--- src/rtl/gb80_add16_seq.sv ---
// 16-bit ADD/ADC sequencer: runs the low byte, then the high byte, through a shared
// external 8-bit adder. Optional subtract support is enabled by macro GB80_ADD16_SUB_EN.
//
// state | meaning
// IDLE  | waiting for i_start; adder drive lines held at zero
// LO    | low bytes presented to the adder, low sum/carry captured on exit
// HI    | high bytes presented with low carry, result and flags captured on exit
// DONE  | o_done pulse; result and flags valid
module gb80_add16_seq #(
  parameter int BYTE_WIDTH = 8,
  parameter int WORD_WIDTH = 2 * BYTE_WIDTH
) (
  input  logic                  i_clk,
  input  logic                  i_reset_n,
  input  logic                  i_start,
  input  logic [WORD_WIDTH-1:0] i_op_a,
  input  logic [WORD_WIDTH-1:0] i_op_b,
  input  logic                  i_carry_in,
  input  logic                  i_sub,
  output logic [BYTE_WIDTH-1:0] o_add_a,
  output logic [BYTE_WIDTH-1:0] o_add_b,
  output logic                  o_add_cin,
  input  logic [BYTE_WIDTH-1:0] i_add_sum,
  input  logic                  i_add_cout,
  output logic                  o_busy,
  output logic                  o_done,
  output logic [WORD_WIDTH-1:0] o_result,
  output logic                  o_flag_z,
  output logic                  o_flag_n,
  output logic                  o_flag_h,
  output logic                  o_flag_c
);

  typedef enum logic [1:0] {
    IDLE = 2'd0,
    LO   = 2'd1,
    HI   = 2'd2,
    DONE = 2'd3
  } state_t;

  state_t                r_state;
  logic [BYTE_WIDTH-1:0] r_a_hi;
  logic [BYTE_WIDTH-1:0] r_b_hi;
  logic [BYTE_WIDTH-1:0] r_res_lo;
  logic                  r_sub;
  logic [BYTE_WIDTH-1:0] r_add_a;
  logic [BYTE_WIDTH-1:0] r_add_b;
  logic                  r_add_cin;
  logic                  r_busy;
  logic                  r_done;
  logic [WORD_WIDTH-1:0] r_result;
  logic                  r_flag_z;
  logic                  r_flag_n;
  logic                  r_flag_h;
  logic                  r_flag_c;

  logic                  w_sub;
  logic [WORD_WIDTH-1:0] w_b_eff;
  logic                  w_cin_eff;
  logic [4:0]            w_nib;
  logic [WORD_WIDTH-1:0] w_result;

`ifdef GB80_ADD16_SUB_EN
  // Subtract is A + ~B + ~cin: the carry input acts as an incoming borrow.
  assign w_sub     = i_sub;
  assign w_b_eff   = i_op_b ^ {WORD_WIDTH{i_sub}};
  assign w_cin_eff = i_carry_in ^ i_sub;
`else
  logic w_unused_sub;
  assign w_unused_sub = i_sub;
  assign w_sub        = 1'b0;
  assign w_b_eff      = i_op_b;
  assign w_cin_eff    = i_carry_in;
`endif

  // In HI the adder drive registers hold A[15:8], B'[15:8] and the low-byte carry.
  assign w_nib    = {1'b0, r_add_a[3:0]} + {1'b0, r_add_b[3:0]} + {4'b0, r_add_cin};
  assign w_result = {i_add_sum, r_res_lo};

  always_ff @(posedge i_clk or negedge i_reset_n) begin
    if (!i_reset_n) begin
      r_state   <= IDLE;
      r_a_hi    <= '0;
      r_b_hi    <= '0;
      r_res_lo  <= '0;
      r_sub     <= 1'b0;
      r_add_a   <= '0;
      r_add_b   <= '0;
      r_add_cin <= 1'b0;
      r_busy    <= 1'b0;
      r_done    <= 1'b0;
      r_result  <= '0;
      r_flag_z  <= 1'b0;
      r_flag_n  <= 1'b0;
      r_flag_h  <= 1'b0;
      r_flag_c  <= 1'b0;
    end else begin
      case (r_state)
        IDLE: begin
          if (i_start) begin
            r_a_hi    <= i_op_a[WORD_WIDTH-1:BYTE_WIDTH];
            r_b_hi    <= w_b_eff[WORD_WIDTH-1:BYTE_WIDTH];
            r_sub     <= w_sub;
            r_add_a   <= i_op_a[BYTE_WIDTH-1:0];
            r_add_b   <= w_b_eff[BYTE_WIDTH-1:0];
            r_add_cin <= w_cin_eff;
            r_busy    <= 1'b1;
            r_state   <= LO;
          end
        end
        LO: begin
          r_res_lo  <= i_add_sum;
          r_add_a   <= r_a_hi;
          r_add_b   <= r_b_hi;
          r_add_cin <= i_add_cout;
          r_state   <= HI;
        end
        HI: begin
          r_result  <= w_result;
          r_flag_z  <= (w_result == '0);
          r_flag_n  <= r_sub;
          r_flag_h  <= w_nib[4] ^ r_sub;
          r_flag_c  <= i_add_cout ^ r_sub;
          r_add_a   <= '0;
          r_add_b   <= '0;
          r_add_cin <= 1'b0;
          r_done    <= 1'b1;
          r_state   <= DONE;
        end
        DONE: begin
          r_done  <= 1'b0;
          r_busy  <= 1'b0;
          r_state <= IDLE;
        end
        default: r_state <= IDLE;
      endcase
    end
  end

  assign o_add_a   = r_add_a;
  assign o_add_b   = r_add_b;
  assign o_add_cin = r_add_cin;
  assign o_busy    = r_busy;
  assign o_done    = r_done;
  assign o_result  = r_result;
  assign o_flag_z  = r_flag_z;
  assign o_flag_n  = r_flag_n;
  assign o_flag_h  = r_flag_h;
  assign o_flag_c  = r_flag_c;

endmodule

--- config.mk ---
export PLATFORM = sky130hd
export DESIGN_NAME = gb80_add16_seq
export DESIGN_NICKNAME = d
export VERILOG_FILES = /design/src/rtl/gb80_add16_seq.sv
export SDC_FILE = /design/constraint.sdc
export NUM_CORES = 1
export LEC_CHECK = 0
export ABC_AREA = 1
export CAP_MARGIN = 25
export CORE_AREA = 2 2 74 76
export DETAILED_ROUTE_END_ITERATION = 10
export DIE_AREA = 0 0 76 78
export DONT_BUFFER_PORTS = 1
export PLACE_DENSITY = 0.82
export SLEW_MARGIN = 25
export SYNTH_ARGS = -nofsm -noshare
export SYNTH_HDL_FRONTEND = slang
export SYNTH_SLANG_ARGS = --single-unit
--- constraint.sdc ---
create_clock -name i_clk -period 1.65 [get_ports i_clk]
set_clock_uncertainty 0.05 [all_clocks]
set_input_delay 0.0825 -clock i_clk [delete_from_list [all_inputs] [get_ports i_clk]]
set_output_delay 0.0825 -clock i_clk [all_outputs]
set_load 0.005 [all_outputs]
==> run summary, run 1 <==
Outcome - complete, no violations
Core area - 0.00504 mm²
Final hold vios - 0
CTS tree - built
Routed vias/inst - 5.23
Dpl hpwl - 4110 µm
Gr ovfl total - 0
Largest net degree at the start of global routing - 65
Worst r2r path cells - 6
H-Tree Level Count - 3
DIE AREA - 0.00593 mm²
# Max-Cap Violations - 0
Final setup violation count - 0
Starting Density - 59.0%
Post-synth top cells - nand2_1, dfrtp_1, inv_1
Share of layout cells above drive strength 1 - 10.0%
DRT iter0 DRCs - 104
Residual DRC - 0
Fin. max-slew vios - 0
Synth cell types - 24
Critical path startpoint - r_state[0]$_DFFE_PN0P_
Leak - 1.91 nW
Dpl cell area - 0.00303 mm²
Setup_tns - 0 ns
Hold Crit Class - in -> async
Port Buffer Count - 0
Vias in the first global route - 2460
Row count - 26
Startpoint types - flip-flop
Synth Cell Area - 0.00298 mm²
Worst path arrival time - 1.76 ns
Area growth, synth to finish - 25.5%
Yosys top cell by area - dfrtp_1
Setup slack after layout - 0.121 ns
Drt first pass iters - 4
N_diodes - 0
DP Worst Slack - 0.168 ns
Worst vdd ir - 1360 µV
CP endpoint - o_add_b[4]$_DFFE_PN0P_
Post-synth EDFFs - 0
Post-Layout Cell Count - 470
Global-route wire length before repair - 11600 µm
R2R Path Start - r_state[0]$_DFFE_PN0P_
Cts repair resizes - 0
DIE WIDTH - 76 µm
Worst endpoint required time - 1.88 ns
Num CTS Buffers - 9
Final net count - 449
Via Count - 2458
Antenna violations before repair - 0
Minimum clock period - 1.53 ns
Wire per inst - 14.9 µm
Final antenna-violating net count - 0
Clock Sinks - 64
Syn avg cell area - 8.55 µm²
Design area - 0.00373 mm²
WHS - 0.234 ns
Worst reg2reg setup slack - 0.12 ns
CTS Hold Buffers Added - 45
Max clock buf depth - 2
Total power - 7.20 mW
Worst setup EP type - flip-flop
Sequential-to-total area share from yosys stat - 53.8%
GP Congestion - 0.811
Critical-path maximum fanout - 33
Post-Route WL - 7010 µm
Synth warn - 0
Pwr dens - 1930 mW/mm²
RR Endpoint - o_add_b[4]$_DFFE_PN0P_
Total track usage - 25.2%
RSZ-0062 raised after global routing - no
Crit share post-route - 92.7%
Ranking of synthesized cells by area - dfrtp_1, nand2_1, o21ai_0
Setup Buffers After CTS - 0
Synthesized Nets - 402
Finished Core Util - 74.0%
Worst-skew pair later-pin latency - 0.34 ns
DP Cell Count - 409
Top-area cell type share of the netlist area - 53.8%
Clk pin slew, worst setup/hold paths - 0.07 ns
Ys flop type - dfrtp_1
Die Y-Extent - 78 µm
Cell with the most instances after synthesis - nand2_1
Seq cells post-synth - 64
F_max - 0.654 GHz
Ports - 85
Ys async rst share - 100%
Setup CP Type - reg -> reg
Clock Tree Root - clkbuf_8
Mapped Cells - 348
[layout by cell type, fill, tap and decap left out, drive strengths merged]
| cell | instances |
|---|---|
| nand2 | 116 |
| dfrtp | 64 |
| dlygate4sd3 | 44 |
| inv | 44 |
| o21ai | 38 |
| nand3 | 33 |
| nor2 | 15 |
| clkbuf | 10 |
| buf | 10 |
| ha | 8 |
| o22ai | 4 |
| a21oi | 4 |
| bufinv | 3 |
| clkinv | 2 |
| a22oi | 1 |
| o21a | 1 |
| nor3b | 1 |
| conb | 1 |
| clkinvlp | 1 |
[flip-flops by register name, summed over array words and instances (netlist names)]
register	flops
o_flag_h	1
r_state	2
r_res_lo	8
o_flag_c	1
o_add_cin	1
o_busy	1
o_add_a	8
r_a_hi	8
o_add_b	8
o_done	1
o_result	16
o_flag_z	1
r_b_hi	8
[area by class of cell]
class | count | area (µm²)
Sequential cell | 64 | 1600
Fill cell | 333 | 1310
Multi-Input combinational cell | 222 | 1080
Timing Repair Buffer | 54 | 561
Inverter | 44 | 165
Clock buffer | 10 | 128
Clock inverter | 6 | 108
Tap cell | 70 | 87.6
[worst max-delay path: stages, from the launching register on]
cell and delay [ns]:
dfrtp_1 0.38, inv_1 0.09, ha_1 0.34, buf_12 0.18, o21ai_0 0.25, nand3_2 0.11
nand2_1 0.08
[how the worst min path moves through the flow]
stage                               end  slack [ns]
2_1_floorplan    o_add_a[0]$_DFFE_PN0P_       -0.26
3_3_place_gp    o_result[4]$_DFFE_PN0P_       -0.26
3_5_place_dp    o_result[6]$_DFFE_PN0P_       -0.26
4_1_cts        o_result[12]$_DFFE_PN0P_        0.21
5_1_grt         r_res_lo[6]$_DFFE_PN0N_        0.25
6_report       o_result[12]$_DFFE_PN0P_        0.23
[logic make-up (layout without fill, tap and decap cells)]
| family | count (synthesis) | after routing | synth area share (%) |
|---|---|---|---|
| AO/OA/AOI/OAI | 48 | 48 | 8.41 |
| adder cells (fa/ha/maj) | 8 | 8 | 3.36 |
| buffers and inverters | 62 | 114 | 9.76 |
| flip-flops | 64 | 64 | 53.8 |
| other | 1 | 1 | 0.126 |
| AND/OR/NAND/NOR | 165 | 165 | 24.5 |
[report_power, final]
part	switching (mW)	internal [mW]	total, mW
clock	0.600	0.999	1.60
combinational	1.72	1.04	2.76
sequential	0.522	2.32	2.84
[layer usage]
layer | track usage [%] | vias up | part of all wire, %
li1 | - | 1183 | -
met1 | 28.2 | 1158 | 41
met2 | 44.5 | 99 | 50
met3 | 7.79 | 18 | 6.8
met4 | 11.5 | 0 | 2.1
met5 | 0 | - | 0
Power figures use the tool's default switching activity.
==> inputs of run 2 (changes only) <==
--- a/config.mk
+++ b/config.mk
@@ -5,11 +5,10 @@
 export SDC_FILE = /design/constraint.sdc
 export NUM_CORES = 1
 export LEC_CHECK = 0
-export ABC_AREA = 1
 export CAP_MARGIN = 25
-export CORE_AREA = 2 2 74 76
+export CORE_AREA = 2 2 72 74
 export DETAILED_ROUTE_END_ITERATION = 10
-export DIE_AREA = 0 0 76 78
+export DIE_AREA = 0 0 74 76
 export DONT_BUFFER_PORTS = 1
 export PLACE_DENSITY = 0.82
 export SLEW_MARGIN = 25
==> run summary, run 2 <==
Row count - 26
Setup Buffers After CTS - 0
Crit share post-route - 95.3%
Clock Tree Root - clkbuf_8
Highest-delay cell along the critical path - dfrtp_1
Worst vdd ir - 1010 µV
Setup CP Type - reg -> reg
Via Count - 1904
DIE AREA - 0.00562 mm²
Area growth, synth to finish - 26.0%
Gr ovfl total - 0
Worst setup EP type - flip-flop
N_diodes - 0
Synth warn - 0
Ports - 85
Pwr dens - 2000 mW/mm²
Die Y-Extent - 76 µm
Mapped Cells - 228
Share of layout cells above drive strength 1 - 25.1%
CTS tree - built
Worst endpoint required time - 1.81 ns
Global-route wire length before repair - 9380 µm
F_max - 0.636 GHz
Startpoint types - flip-flop
Total track usage - 22.3%
Synth Cell Area - 0.00281 mm²
Area of the multi-input gates - 0.00111 mm²
WHS - 0.0194 ns
Post-synth EDFFs - 0
Synth cell types - 29
Worst path arrival time - 1.74 ns
Clock Sinks - 64
Ys async rst share - 100%
DIE WIDTH - 74 µm
Setup_tns - 0 ns
Register Area - 0.00160 mm²
Seq cells post-synth - 64
Vias in the first global route - 2011
Core area - 0.00491 mm²
Leak - 1.50 nW
Sequential-to-total area share from yosys stat - 57.0%
Starting Density - 57.2%
FILL cells - 319
Largest net degree at the start of global routing - 65
Synthesized Nets - 282
Drt first pass iters - 4
Routed vias/inst - 5.52
Final net count - 325
CP Cell Sequence - inv_1 -> ha_2 -> nor2b_4 -> buf_4 -> mux2_2
Fin. max-slew vios - 0
Hold Crit Class - in -> reg
Commonest non-fill, non-tap cell in the layout - dfrtp_1
Port Buffer Count - 0
Num CTS Buffers - 9
Post-synth top cells - dfrtp_1, mux2_2, o21ai_0
RSZ-0062 raised after global routing - no
Yosys top cell by area - dfrtp_1
Dpl hpwl - 3670 µm
Final hold vios - 0
DRT iter0 DRCs - 21
Max clock buf depth - 2
Top-area cell type share of the netlist area - 57.0%
Clk pin slew, worst setup/hold paths - 0.07 ns
Residual DRC - 0
Ranking of synthesized cells by area - dfrtp_1, mux2_2, o21ai_0
Syn avg cell area - 12.3 µm²
Crit-path max cell delay - 0.40 ns
Commonest non-fill, non-tap cells in the layout - dfrtp_1, mux2_2, dlygate4sd3_1
Outcome - complete, no violations
Final setup violation count - 0
Finished Core Util - 72.1%
Post-Route WL - 5870 µm
Final antenna-violating net count - 0
Critical-path maximum fanout - 7
# Max-Cap Violations - 0
Antenna violations before repair - 0
Max FFs per register - 16
GP Congestion - 0.785
Worst-skew pair later-pin latency - 0.33 ns
H-Tree Level Count - 3
Minimum clock period - 1.57 ns
Cell with the most instances after synthesis - dfrtp_1
Ys flop type - dfrtp_1
Wire per inst - 17.0 µm
[run 2: cell types whose count changed after synthesis, sizes merged, moves of 5 or more]
cell	before	now
a21oi	4	9
a31oi	0	11
mux2	0	42
nand3	33	1
inv	44	3
nand2	116	4
nor2	15	4
nor2b	0	18
[run 2: repair_timing]
action,CTS,global route
hold endpoints to repair,113,0
cloned,0,0
hold buffers,41,0
gates resized for setup,1,3
setup endpoints to repair,17,29
[run 2: area by class of cell]
class                   instances  area share, %
multi-input cells             144           31.3
well taps                      70           2.47
clock buffers                  12           4.38
clock inverters                 3           1.84
flip-flops and latches         64           45.2
inverters                       3          0.318
repair buffers                 49           14.5
[run 2: routing by layer]
metal	share of wire (%)	vias to the layer above	global-route usage, %
met3	7.3	15	7.41
met2	51	76	36.5
li1	-	892	-
met5	0	-	0
met1	40	921	25.7
met4	2.2	0	10.7
[run 2: stage by stage]
| stage | instances | area (µm²) | power (mW) | setup slack [ns] |
|---|---|---|---|---|
| final | 345 | 3540 | 7.07 | 0.0769 |
| after CTS | 345 | 3530 | 7.07 | 0.00752 |
| after detailed placement | 289 | 2880 | 5.46 | -0.0953 |
| after global routing | 345 | 3540 | 7.57 | 0.00448 |
| after floorplan | 228 | 2810 | 4.80 | 0.158 |
| after global placement | 289 | 2880 | 5.32 | 0.00701 |
[run 2: worst paths after layout]
| path | startpoint | endpoint | slack, ns | depth (start not counted) |
|---|---|---|---|---|
| worst max-delay path | r_state[0]$_DFFE_PN0P_ | r_state[1]$_DFFE_PN0P_ | 0.08 | 5 |
| worst min-delay path | i_carry_in | o_add_cin$_DFFE_PN0P_ | 0.02 | 3 |
| worst max register to register | r_state[0]$_DFFE_PN0P_ | r_state[1]$_DFFE_PN0P_ | 0.08 | 5 |
| worst min register to register | r_b_hi[7]$_DFFE_PN0P_ | r_b_hi[7]$_DFFE_PN0P_ | 0.46 | 1 |
| max in group asynchronous | i_reset_n | r_b_hi[7]$_DFFE_PN0P_ | 1.06 | 2 |
| min in group asynchronous | i_reset_n | r_b_hi[3]$_DFFE_PN0P_ | 0.24 | 2 |
[run 2: critical path: cells and delay by family (launching register included)]
kind | cells | cell delay, ns
adders and majority gates | 1 | 0.24
buffers and inverters | 2 | 0.26
DFF | 1 | 0.40
muxes | 1 | 0.33
and+or+nand+nor | 1 | 0.18
[run 2: cells by family (layout without fill, tap and decap cells)]
family / count (synthesis) / in the layout / share of synthesized area [%]
buffers and inverters: 20 / 67 / 3.96
other: 1 / 1 / 0.133
DFF: 64 / 64 / 57.0
muxes: 42 / 42 / 16.8
adders and majority gates: 8 / 8 / 3.56
and+or+nand+nor: 34 / 34 / 7.16
AOI/OAI and AO/OA: 59 / 59 / 11.4
[run 2: where the power goes]
part,internal (mW),switching (mW)
Clock,0.923,0.554
Combinational,1.40,1.27
Sequential,2.36,0.575
==> inputs of run 3 (changes only) <==
--- a/config.mk
+++ b/config.mk
@@ -10,7 +10,8 @@
 export DETAILED_ROUTE_END_ITERATION = 10
 export DIE_AREA = 0 0 74 76
 export DONT_BUFFER_PORTS = 1
-export PLACE_DENSITY = 0.82
+export HOLD_SLACK_MARGIN = 0.1
+export PLACE_DENSITY_LB_ADDON = 0.25
 export SLEW_MARGIN = 25
 export SYNTH_ARGS = -nofsm -noshare
 export SYNTH_HDL_FRONTEND = slang
==> run summary, run 3 (synthesis results as in run 2) <==
Outcome - complete, no violations
Setup_tns - 0 ns
Minimum clock period - 1.54 ns
Critical-path maximum fanout - 16
Post-Layout Cell Count - 350
Worst endpoint required time - 1.80 ns
Worst reg2reg setup slack - 0.11 ns
Final setup violation count - 0
Worst Hold Path EP - r_b_hi[3]$_DFFE_PN0P_
Clock Tree Root - clkbuf_8
WHS - 0.116 ns
Worst r2r path cells - 6
Share of layout cells above drive strength 1 - 23.6%
F_max - 0.648 GHz
Worst vdd ir - 902 µV
Wire per inst - 17.0 µm
Worst path arrival time - 1.69 ns
DIE AREA - 0.00562 mm²
Startpoint types - flip-flop
Num CTS Buffers - 9
Routed vias/inst - 5.51
Fin. max-slew vios - 0
Final antenna-violating net count - 0
WP buf/inv - 3
R2R Path Start - r_state[0]$_DFFE_PN0P_
N_diodes - 0
Port Buffer Count - 0
Setup CP Type - reg -> reg
Hold path startpoint - i_start
RR Endpoint - r_b_hi[0]$_DFFE_PN0P_
Ports - 85
Dpl hpwl - 3630 µm
Worst-skew pair later-pin latency - 0.32 ns
Max FFs per register - 16
Commonest non-fill, non-tap cells in the layout - dfrtp_1, dlygate4sd3_1, mux2_2
Residual DRC - 0
Commonest non-fill, non-tap cell in the layout - dfrtp_1
Antenna violations before repair - 0
Post-Route WL - 5960 µm
DRT iter0 DRCs - 50
H-Tree Level Count - 3
Row count - 26
Clock Sinks - 64
Gr ovfl total - 0
Vias in the first global route - 2052
Final hold vios - 0
Total track usage - 23.5%
CTS tree - built
Crit-path leading delay family - buffers and inverters
Max clock buf depth - 2
Die Y-Extent - 76 µm
Hold Crit Class - in -> reg
Core area - 0.00491 mm²
# Max-Cap Violations - 0
Leak - 1.50 nW
Area growth, synth to finish - 26.1%
Highest-delay cell along the critical path - dfrtp_1
Global-route wire length before repair - 10100 µm
Largest net degree at the start of global routing - 65
Finished Core Util - 72.2%
Worst setup EP type - flip-flop
Cells on Worst Hold Path - 3
GP Congestion - 0.724
Final net count - 330
WP depth - 6
Pwr dens - 1900 mW/mm²
Starting Density - 57.2%
DP Cell Count - 289
CP Cell Sequence - inv_1 -> ha_1 -> buf_4 -> nand2_2 -> buf_12 -> mux2_2
Clk pin slew, worst setup/hold paths - 0.07 ns
Crit share post-route - 93.6%
Via Count - 1930
Crit-path max cell delay - 0.37 ns
Drt first pass iters - 4
DIE WIDTH - 74 µm
[run 3: layer usage]
metal / global-route usage (%) / part of all wire [%]
met2: 38.8 / 52
met5: 0 / 0
met1: 29.2 / 41
met3: 6.61 / 6.5
met4: 7.82 / 0.39
[run 3: repair_timing]
item | CTS | global route
endpoints found under the setup margin | 7 | 10
endpoints found under the hold margin | 116 | 0
hold buffers | 45 | 0
gates resized for setup | 1 | 2
buffers inserted | 0 | 1
[run 3: where the power goes]
group	internal (mW)	total [mW]	switching, mW
logic	1.41	2.70	1.29
clock network	0.623	1.14	0.513
registers	2.36	2.92	0.562
[run 3: worst register-to-register path, stage by stage, from the launching register on]
cell and delay (ns):
dfrtp_1 0.37, inv_1 0.08, ha_1 0.21, buf_4 0.15
nand2_2 0.07, buf_12 0.15, mux2_2 0.35
[run 3: final cells by class]
class / count / area [µm²]
multi-input cells: 144 / 1100
inverters: 3 / 11.3
clock buffers: 15 / 166
fillers: 340 / 1370
flip-flops and latches: 64 / 1600
well taps: 70 / 87.6
repair buffers: 54 / 577
[run 3: worst max path at each step]
stage / start / end
after detailed placement: r_state[0]$_DFFE_PN0P_ / o_add_b[7]$_DFFE_PN0P_
after CTS: r_state[0]$_DFFE_PN0P_ / o_add_a[6]$_DFFE_PN0P_
after global placement: r_state[0]$_DFFE_PN0P_ / o_add_a[4]$_DFFE_PN0P_
final: r_state[0]$_DFFE_PN0P_ / r_b_hi[0]$_DFFE_PN0P_
after floorplan: r_state[0]$_DFFE_PN0P_ / r_state[1]$_DFFE_PN0P_
after global routing: r_state[0]$_DFFE_PN0P_ / r_b_hi[4]$_DFFE_PN0P_
[run 3: stage by stage]
step | area [µm²] | setup slack [ns] | power [mW]
finish | 3540 | 0.106 | 6.75
floorplan | 2810 | 0.158 | 4.80
CTS | 3530 | 0.0700 | 6.76
global placement | 2900 | 0.0266 | 5.35
global route | 3540 | -0.000206 | 7.29
detailed placement | 2900 | -0.00581 | 5.47
